File: config.mk
export PLATFORM = sky130hd
export DESIGN_NAME = msrv_32_store_buffer
export DESIGN_NICKNAME = d
export VERILOG_FILES = /design/src/rtl/msrv_32_store_buffer.sv
export SDC_FILE = /design/constraint.sdc
export NUM_CORES = 1
export LEC_CHECK = 0
export CAP_MARGIN = 20
export CORE_ASPECT_RATIO = 1.2
export CORE_UTILIZATION = 41
export DETAILED_ROUTE_END_ITERATION = 12
export GPL_ROUTABILITY_DRIVEN = 0
export PLACE_DENSITY_LB_ADDON = 0.05
export SKIP_LAST_GASP = 1
export SLEW_MARGIN = 10
export SYNTH_ARGS = -nofsm -noshare
export SYNTH_HDL_FRONTEND = slang
export SYNTH_SLANG_ARGS = --single-unit
File: constraint.sdc
create_clock -name ms_riscv32_mp_clk_in -period 2.9 [get_ports ms_riscv32_mp_clk_in]
set_input_delay 0.87 -clock ms_riscv32_mp_clk_in [delete_from_list [all_inputs] [get_ports ms_riscv32_mp_clk_in]]
set_output_delay 0.87 -clock ms_riscv32_mp_clk_in [all_outputs]
set_load 0.01 [all_outputs]
File: src/rtl/msrv_32_store_buffer.sv
// msrv_32 store buffer: formats stores into a DEPTH-entry FIFO and drains it onto AHB-lite.
// Optional define MSRV32_STORE_MISALIGN_CHECK_EN rejects misaligned half/word stores.
module msrv_32_store_buffer #(
    parameter int DEPTH  = 4,
    parameter int ADDR_W = 32
) (
    input  logic                   ms_riscv32_mp_clk_in,
    input  logic                   ms_riscv32_mp_rst_in,
    input  logic                   st_valid_in,
    output logic                   st_ready_out,
    input  logic [1:0]             funct3_in,
    input  logic [ADDR_W-1:0]      iaddr_in,
    input  logic [31:0]            rs2_in,
    output logic                   st_err_out,
    input  logic [ADDR_W-1:0]      ld_addr_in,
    output logic                   ld_conflict_out,
    output logic [ADDR_W-1:0]      ahb_haddr_out,
    output logic [1:0]             ahb_htrans_out,
    output logic                   ahb_hwrite_out,
    output logic [2:0]             ahb_hsize_out,
    output logic [31:0]            ahb_hwdata_out,
    output logic [3:0]             ahb_wr_mask_out,
    input  logic                   ahb_ready_in,
    output logic                   empty_out,
    output logic [$clog2(DEPTH):0] count_out
);

    localparam int PW = $clog2(DEPTH);
    localparam int CW = PW + 1;

    typedef enum logic [1:0] {
        S_IDLE,
        S_ADDR,
        S_DATA
    } state_t;

    logic          clk;
    logic          rst_n;
    state_t        state;
    logic [PW-1:0] wr_ptr;
    logic [PW-1:0] rd_ptr;
    logic [CW-1:0] count_q;
    logic [CW-1:0] cnt_nxt;
    logic          full_q;
    logic          err_q;

    logic [ADDR_W-3:0] q_addr [DEPTH];
    logic [31:0]       q_data [DEPTH];
    logic [3:0]        q_mask [DEPTH];
    logic [1:0]        q_size [DEPTH];
    logic [DEPTH-1:0]  q_vld;
    logic [DEPTH-1:0]  vld_nxt;

    logic [31:0] fmt_data;
    logic [3:0]  fmt_mask;
    logic        illegal;
    logic        misalign;
    logic        reject;
    logic        push;
    logic        pop;
    logic        unused_ld_bits;

    assign clk   = ms_riscv32_mp_clk_in;
    assign rst_n = ms_riscv32_mp_rst_in;

    always_comb begin
        fmt_data = '0;
        fmt_mask = '0;
        illegal  = 1'b0;
        unique case (funct3_in)
            2'b00: begin
                fmt_data = {24'b0, rs2_in[7:0]} << {iaddr_in[1:0], 3'b000};
                fmt_mask = 4'b0001 << iaddr_in[1:0];
            end
            2'b01: begin
                fmt_data = {16'b0, rs2_in[15:0]} << {iaddr_in[1], 4'b0000};
                fmt_mask = iaddr_in[1] ? 4'b1100 : 4'b0011;
            end
            2'b10: begin
                fmt_data = rs2_in;
                fmt_mask = 4'b1111;
            end
            default: illegal = 1'b1;
        endcase
    end

`ifdef MSRV32_STORE_MISALIGN_CHECK_EN
    assign misalign = ((funct3_in == 2'b01) && iaddr_in[0]) ||
                      ((funct3_in == 2'b10) && (iaddr_in[1:0] != 2'b00));
`else
    assign misalign = 1'b0;
`endif

    assign reject  = illegal | misalign;
    assign push    = st_valid_in & st_ready_out & ~reject;
    assign pop     = (state == S_DATA) & ahb_ready_in;
    assign cnt_nxt = count_q + CW'(push) - CW'(pop);

    always_comb begin
        vld_nxt = q_vld;
        if (pop)
            vld_nxt[rd_ptr] = 1'b0;
        if (push)
            vld_nxt[wr_ptr] = 1'b1;
    end

    // Payload storage needs no reset; validity is tracked by q_vld.
    always_ff @(posedge clk) begin
        if (push) begin
            q_addr[wr_ptr] <= iaddr_in[ADDR_W-1:2];
            q_data[wr_ptr] <= fmt_data;
            q_mask[wr_ptr] <= fmt_mask;
            q_size[wr_ptr] <= funct3_in;
        end
    end

    always_ff @(posedge clk or negedge rst_n) begin
        if (!rst_n) begin
            state   <= S_IDLE;
            wr_ptr  <= '0;
            rd_ptr  <= '0;
            count_q <= '0;
            full_q  <= 1'b0;
            err_q   <= 1'b0;
            q_vld   <= '0;
        end else begin
            err_q   <= st_valid_in & reject;
            count_q <= cnt_nxt;
            full_q  <= (cnt_nxt == CW'(DEPTH));
            q_vld   <= vld_nxt;
            if (push)
                wr_ptr <= wr_ptr + PW'(1);
            if (pop)
                rd_ptr <= rd_ptr + PW'(1);
            unique case (state)
                S_IDLE: if (count_q != '0 || push) state <= S_ADDR;
                S_ADDR: if (ahb_ready_in) state <= S_DATA;
                S_DATA: if (ahb_ready_in)
                    state <= (cnt_nxt != '0) ? S_ADDR : S_IDLE;
                default: state <= S_IDLE;
            endcase
        end
    end

    always_comb begin
        ld_conflict_out = 1'b0;
        for (int i = 0; i < DEPTH; i++)
            if (q_vld[i] && q_addr[i] == ld_addr_in[ADDR_W-1:2])
                ld_conflict_out = 1'b1;
    end

    assign unused_ld_bits  = ^ld_addr_in[1:0];
    assign st_ready_out    = ~full_q;
    assign st_err_out      = err_q;
    assign count_out       = count_q;
    assign empty_out       = (count_q == '0) && (state == S_IDLE);
    assign ahb_htrans_out  = (state == S_ADDR) ? 2'b10 : 2'b00;
    assign ahb_hwrite_out  = (state == S_ADDR);
    assign ahb_haddr_out   = (state == S_ADDR) ? {q_addr[rd_ptr], 2'b00} : '0;
    assign ahb_hsize_out   = (state == S_ADDR) ? {1'b0, q_size[rd_ptr]} : 3'b000;
    assign ahb_hwdata_out  = (state == S_DATA) ? q_data[rd_ptr] : 32'h0;
    assign ahb_wr_mask_out = (state == S_DATA) ? q_mask[rd_ptr] : 4'h0;

endmodule

Yosys cells after proc, flatten, opt, wreduce, memory -nomap -nowiden
Memory sizes are Yosys's and may differ from the RTL's. Cells that the tools add are included.

Multiplexer cells: 26. Equal/unequal tests: 12. $mul: 0. Bitwise logic cells: 8. Order comparisons: 4. Div/mod/pow operators: 0. Add/subtract/negate cells: 4. Shift operators: 3. Reductions and logical operators: 15.

Operator list (number): $eq A30 B30 Y1 (4); $pmux W32 S3 (1); $mux W32 (2); $shl A16 B5 Y32 (1); $shl A8 B5 Y32 (1); $mux W4 (4); $pmux W4 S3 (1); $mux W1 (10); $mux W2 (5); $logic_and A1 B1 Y1 (7); $lt A2 B3 Y1 const B (2); $pmux W2 S3 (1); $reduce_bool A3 Y1 (2); $add A2 B1 Y2 const B (2); $and A1 B1 Y1 (4); $and A4 B4 Y4 (1); $demux W1 S2 (2); $eq A2 B1 Y1 const B (2); $eq A2 B2 Y1 const B (2); $ge A2 B1 Y1 const B (2); $logic_not A2 Y1 (2); $ne A2 B2 Y1 const B (2); $not A4 Y4 (1); $or A4 B4 Y4 (1); other kinds (10) (10).

Memories kept: 4. Word-level logic and storage cells: 83. Bits in registers: 15. Input port bits: 102. Bits in latches: 0. Bits in read-only memories: 0. Bits in writable memories: 272.

Memories: q_data (depth 4, width 32, rd ports 1, clocked after Yosys merged registers in 0, write ports 1, line 48) `logic [31:0] q_data [DEPTH];`; q_addr (depth 4, width 30, rd ports 5, clocked after Yosys merged registers in 0, write ports 1, line 47) `logic [ADDR_W-3:0] q_addr [DEPTH];`; q_mask (depth 4, width 4, rd ports 1, clocked after Yosys merged registers in 0, write ports 1, line 49) `logic [3:0] q_mask [DEPTH];`; q_size (depth 4, width 2, rd ports 1, clocked after Yosys merged registers in 0, write ports 1, line 50) `logic [1:0] q_size [DEPTH];`.

Longest topological paths before layout
Word-level depth: 9. Depth in mapped cells: 12. Depth with buffers taken out: 11.

Worst setup path after synthesis
OpenSTA, ideal clock, no wires.

Path kind: input port to flip-flop. Start: input funct3_in[1]. End: memory q_addr[0][0] in the netlist's numbering, enable pin. Cell stages on the path: 4. Path buffers: 1. Path slack: -0.428 ns. Arrival: 2.894 ns. Required time: 2.465 ns. Cells stage by stage: nand2_1 > and3_1 > buf_2 > and2_1.

Longest elaborated chain between the ends: 5.

Ends and longest elaborated chain: start, declared (line 11) `input logic [1:0] funct3_in,`; $eq A2 B2 Y1, or another cell as far along (line 70) `unique case (funct3_in)`; $reduce_or A3 Y1 (no source line) (*); $and A1 B1 Y1 (*) (line 95) `assign push = st_valid_in & st_ready_out & ~reject;`; $mux W1 (*) (line 109) `if (push) begin`; $mux W1 (not written as such) (*) (line 110) `q_addr[wr_ptr] <= iaddr_in[ADDR_W-1:2];`; end, declared (line 47).

Mark *: on every way between the ends. The rest lies on a longest branch, timed or not.

Worst setup path in the final report
Start: input ld_addr_in[12]. End: output ld_conflict_out.

Longest elaborated chain between the ends: 6.

Ends and longest elaborated chain: start, declared (line 15) `input logic [ADDR_W-1:0] ld_addr_in,`; $eq A30 B30 Y1 (line 148) `if (q_vld[i] && q_addr[i] == ld_addr_in[ADDR_W-1:2])`; $logic_and A1 B1 Y1 (line 148); $mux W1 (3 in series) (line 148); $mux W1 (*) (line 148); end, declared (line 16) `output logic ld_conflict_out,`.

Marks and branches as above.

==> flow_metrics.py <==
metrics = {
    "outcome": {
        "outcome": "complete, but fails checks",
        "violations": "setup timing",
    },
    "synth": {
        "syn_inst": 786,
        "synth_cell_type_count": 36,
        "ys_seq_elements": 287,
        "synth_warnings": 0,
        "syn_area_per_cell_um2": 16.5,
        "synth_area_mm2": 0.0130,
        "ys_seq_area_share_pct": 65.7,
    },
    "clock_tree": {
        "clkSinkCount": 287,
        "clock_path_buffers": 3,
        "numCtsBuffers": 29,
        "path_clk_slew_ps": 60,
        "cts_root_buffer": "clkbuf_16",
        "cts_tree": "yes",
        "cts_max_level": 1,
        "clock_latency_ps": 540,
    },
    "sta": {
        "worst_slack_ps": -213,
        "worst_pin_slew_ps": 697,
        "drv_slew": 0,
        "setup_tns_ps": -7770,
        "min_period_ps": 3110,
        "hold_viol": 0,
        "rsz0062_at_grt": "yes",
        "slew_headroom_pct": 53.4,
        "post-route-period-util_pct": 107,
        "finalClockSkew_ps": 5.36,
        "setup_violations": 68,
        "fmax_mhz": 321,
    },
    "cells_and_area": {
        "antenna_cells": 0,
        "layout.nets": 1186,
        "final_layout_size_suffix_gt1_share_pct": 41.4,
        "fillCellCount": 2484,
        "fin_area_mm2": 0.0179,
        "area_growth_pct": 37.6,
    },
    "min_path": {
        "hold_class": "reg -> reg",
        "hp-start": "q_vld[0]",
        "min_path_cells": 1,
        "worstHoldEndpoint": "q_vld[0]",
    },
    "worst_setup_path": {
        "r2r_start": "state[0]",
        "worstPathRequired_ps": 2030,
        "worstPathArrival_ps": 2240,
        "r2r_slack_ps": 210,
        "critPathLaunchType": "input port",
        "critPathKind": "in -> out",
        "crit_chain": "clkdlybuf4s15_2, xnor2_1, nand4_1, nor4_1, buf_4, nand4_1, nand4_1, buf_2",
        "worst_r2r_path_depth": 13,
        "cp.depth": 8,
        "max_stage_delay_ps": 310,
        "reg2reg_to": "state[0]",
        "crit_path_end_kind": "output pin",
        "critPathTopFamily": "simple AND/OR/NAND/NOR gates",
        "crit_top_cell": "nand4_1",
        "cp_num_buf_inv": 3,
        "cp_max_fo": 4,
        "crit_slowest_cell": "nor4_1",
    },
    "floorplanning": {
        "io_pins": 183,
        "rows": 71,
        "die_w_um": 165,
        "start_util_pct": 41.6,
        "coreArea_mm2": 0.0313,
        "die_h_um": 197,
        "dieArea_mm2": 0.0324,
    },
    "detailed_routing": {
        "vias_per_cell": 5.23,
        "wl_um": 34000,
        "drt_pre_antenna_iters": 5,
        "ant_nets": 0,
        "drt_iter0_drc": 307,
        "vias": 7812,
        "wl_per_cell_um": 22.7,
        "route.detailed.drc": 0,
    },
    "power": {
        "powerDensity_mw_per_mm2": 867,
        "vdd_drop_max_mv": 0.462,
        "p_leak_nw": 6.51,
    },
    "placed_design": {
        "pre_cts_ws_ps": -1240,
        "place_area_mm2": 0.0158,
        "place_hpwl_um": 22500,
        "portBuffers": 176,
    },
    "global_route": {
        "grt_pass1_vias": 8538,
        "grt_antenna_before_repair": 1,
        "grt_max_degree": 39,
        "gr-total-overflow": 0,
        "grt_pass1_wl_um": 50300,
        "grt_usage_pct": 21.3,
    },
    "run": {
        "maxCapViolCount": 0,
    },
}
==> state kept, by name, indices dropped and copies added, names as in the netlist <==
register	count
count_out	3
full_q	1
q_addr	120
q_data	128
q_mask	16
q_size	8
q_vld	4
rd_ptr	2
st_err_out	1
state	2
wr_ptr	2
==> routing by layer <==
metal  share of wire, %  global-route usage (%)
met5              0.038                       0
met4                3.4                    8.32
met3                5.2                    3.46
met2                 53                    38.6
met1                 38                    24.8
==> how the worst max path moves through the flow <==
stage	start	endpoint
2_1_floorplan	funct3_in[1]	state[0]
3_3_place_gp	ld_addr_in[7]	ld_conflict_out
3_5_place_dp	ld_addr_in[30]	ld_conflict_out
4_1_cts	ld_addr_in[6]	ld_conflict_out
5_1_grt	ld_addr_in[20]	ld_conflict_out
6_report	ld_addr_in[12]	ld_conflict_out
==> cell type report <==
cell class | count | area (um2) | share of cell area, %
Tap cell | 401 | 502 | 2.80
Clock buffer | 34 | 744 | 4.16
Clock inverter | 17 | 143 | 0.797
Multi-Input combinational cell | 432 | 4650 | 26.0
Timing Repair Buffer | 308 | 3240 | 18.1
Sequential cell | 287 | 8550 | 47.8
Inverter | 16 | 60.1 | 0.336
==> Yosys cell counts <==
cell / count / area, um2
o21ai_0: 12 / 60.1
buf_12: 2 / 40.0
nor4b_1: 1 / 8.76
buf_1: 3 / 11.3
nand2b_1: 2 / 12.5
mux2i_1: 1 / 10.0
inv_1: 16 / 60.1
edfxtp_1: 272 / 8170
buf_6: 1 / 11.3
nor3_2: 1 / 10.0
o21a_1: 1 / 7.51
a22o_1: 8 / 70.1
a21o_1: 4 / 30.0
nor2_1: 13 / 48.8
buf_2: 11 / 55.1
mux4_2: 68 / 1530
nand2_1: 26 / 97.6
a21oi_1: 13 / 65.1
or4_1: 1 / 7.51
clkbuf_1: 32 / 120
nor2b_1: 5 / 31.3
xnor2_1: 80 / 701
fa_1: 1 / 20.0
nor3b_2: 2 / 25.0
and3_1: 2 / 12.5
nor3_1: 2 / 10.0
conb_1: 1 / 3.75
buf_4: 5 / 37.5
ha_1: 9 / 113
dfrtp_1: 15 / 375
nand4_1: 25 / 156
and2_1: 81 / 507
a2111oi_0: 1 / 8.76
nor4_1: 16 / 100
a222oi_1: 8 / 80.1
xor2_1: 45 / 394
==> cells in the final DEF, fill, tap and decap left out, drive strengths merged, types with 2 or more instances in the layout <==
cell             n
nor4            16
mux4            68
buf            208
xnor2           80
bufinv           2
conb             4
xor2            45
nor3             3
a222oi           8
clkdlybuf4s15   10
nand2b           2
clkinv          13
clkinvlp         2
o21ai           12
edfxtp         272
inv             16
nor3b            2
and3             2
nor2            13
a21oi           13
dlygate4sd2      2
nand4           25
clkbuf          46
a21o             4
nand2           26
ha               9
and2            81
a22o             8
dfrtp           15
nor2b            5
clkdlybuf4s50   76
==> metrics by stage <==
stage | hold WS, ps | total power, mW | std cells | util [%]
floorplan | 449 | 8.31 | 789 | -
finish | 501 | 15.5 | 1495 | 57.2
global route | 512 | 16.3 | 1495 | 57.2
detailed placement | 487 | 10.6 | 1392 | 50.6
global placement | 482 | 10.6 | 1392 | 50.6
CTS | 503 | 15.0 | 1481 | 55.4
==> cells by family (layout without fill, tap and decap cells) <==
family / after synthesis / in the layout / synth area share, %
flip-flops: 287 / 287 / 65.7
AO/OA/AOI/OAI: 47 / 47 / 2.47
other: 1 / 4 / 0.0288
buffers and inverters: 70 / 375 / 2.58
AND/OR/NAND/NOR: 177 / 177 / 7.90
multiplexers: 69 / 69 / 11.9
XOR/XNOR: 125 / 125 / 8.42
adder cells (fa/ha/maj): 10 / 10 / 1.02
==> timing repair <==
item / in CTS / in global routing
hold buffers: 0 / 0
resized for setup: 458 / 144
endpoints found under the setup margin: 72 / 71
setup buffers: 35 / 15
pin swaps: 42 / 59
cloned: 4 / 1
==> report_power, final <==
group | leakage (nW) | switching [mW] | internal, mW | total [mW]
logic | 3.40 | 2.69 | 3.76 | 6.45
registers | 2.67 | 0.300 | 5.26 | 5.56
clock network | 0.434 | 1.51 | 2.00 | 3.51
No activity file was read; power rests on OpenSTA's default activity.
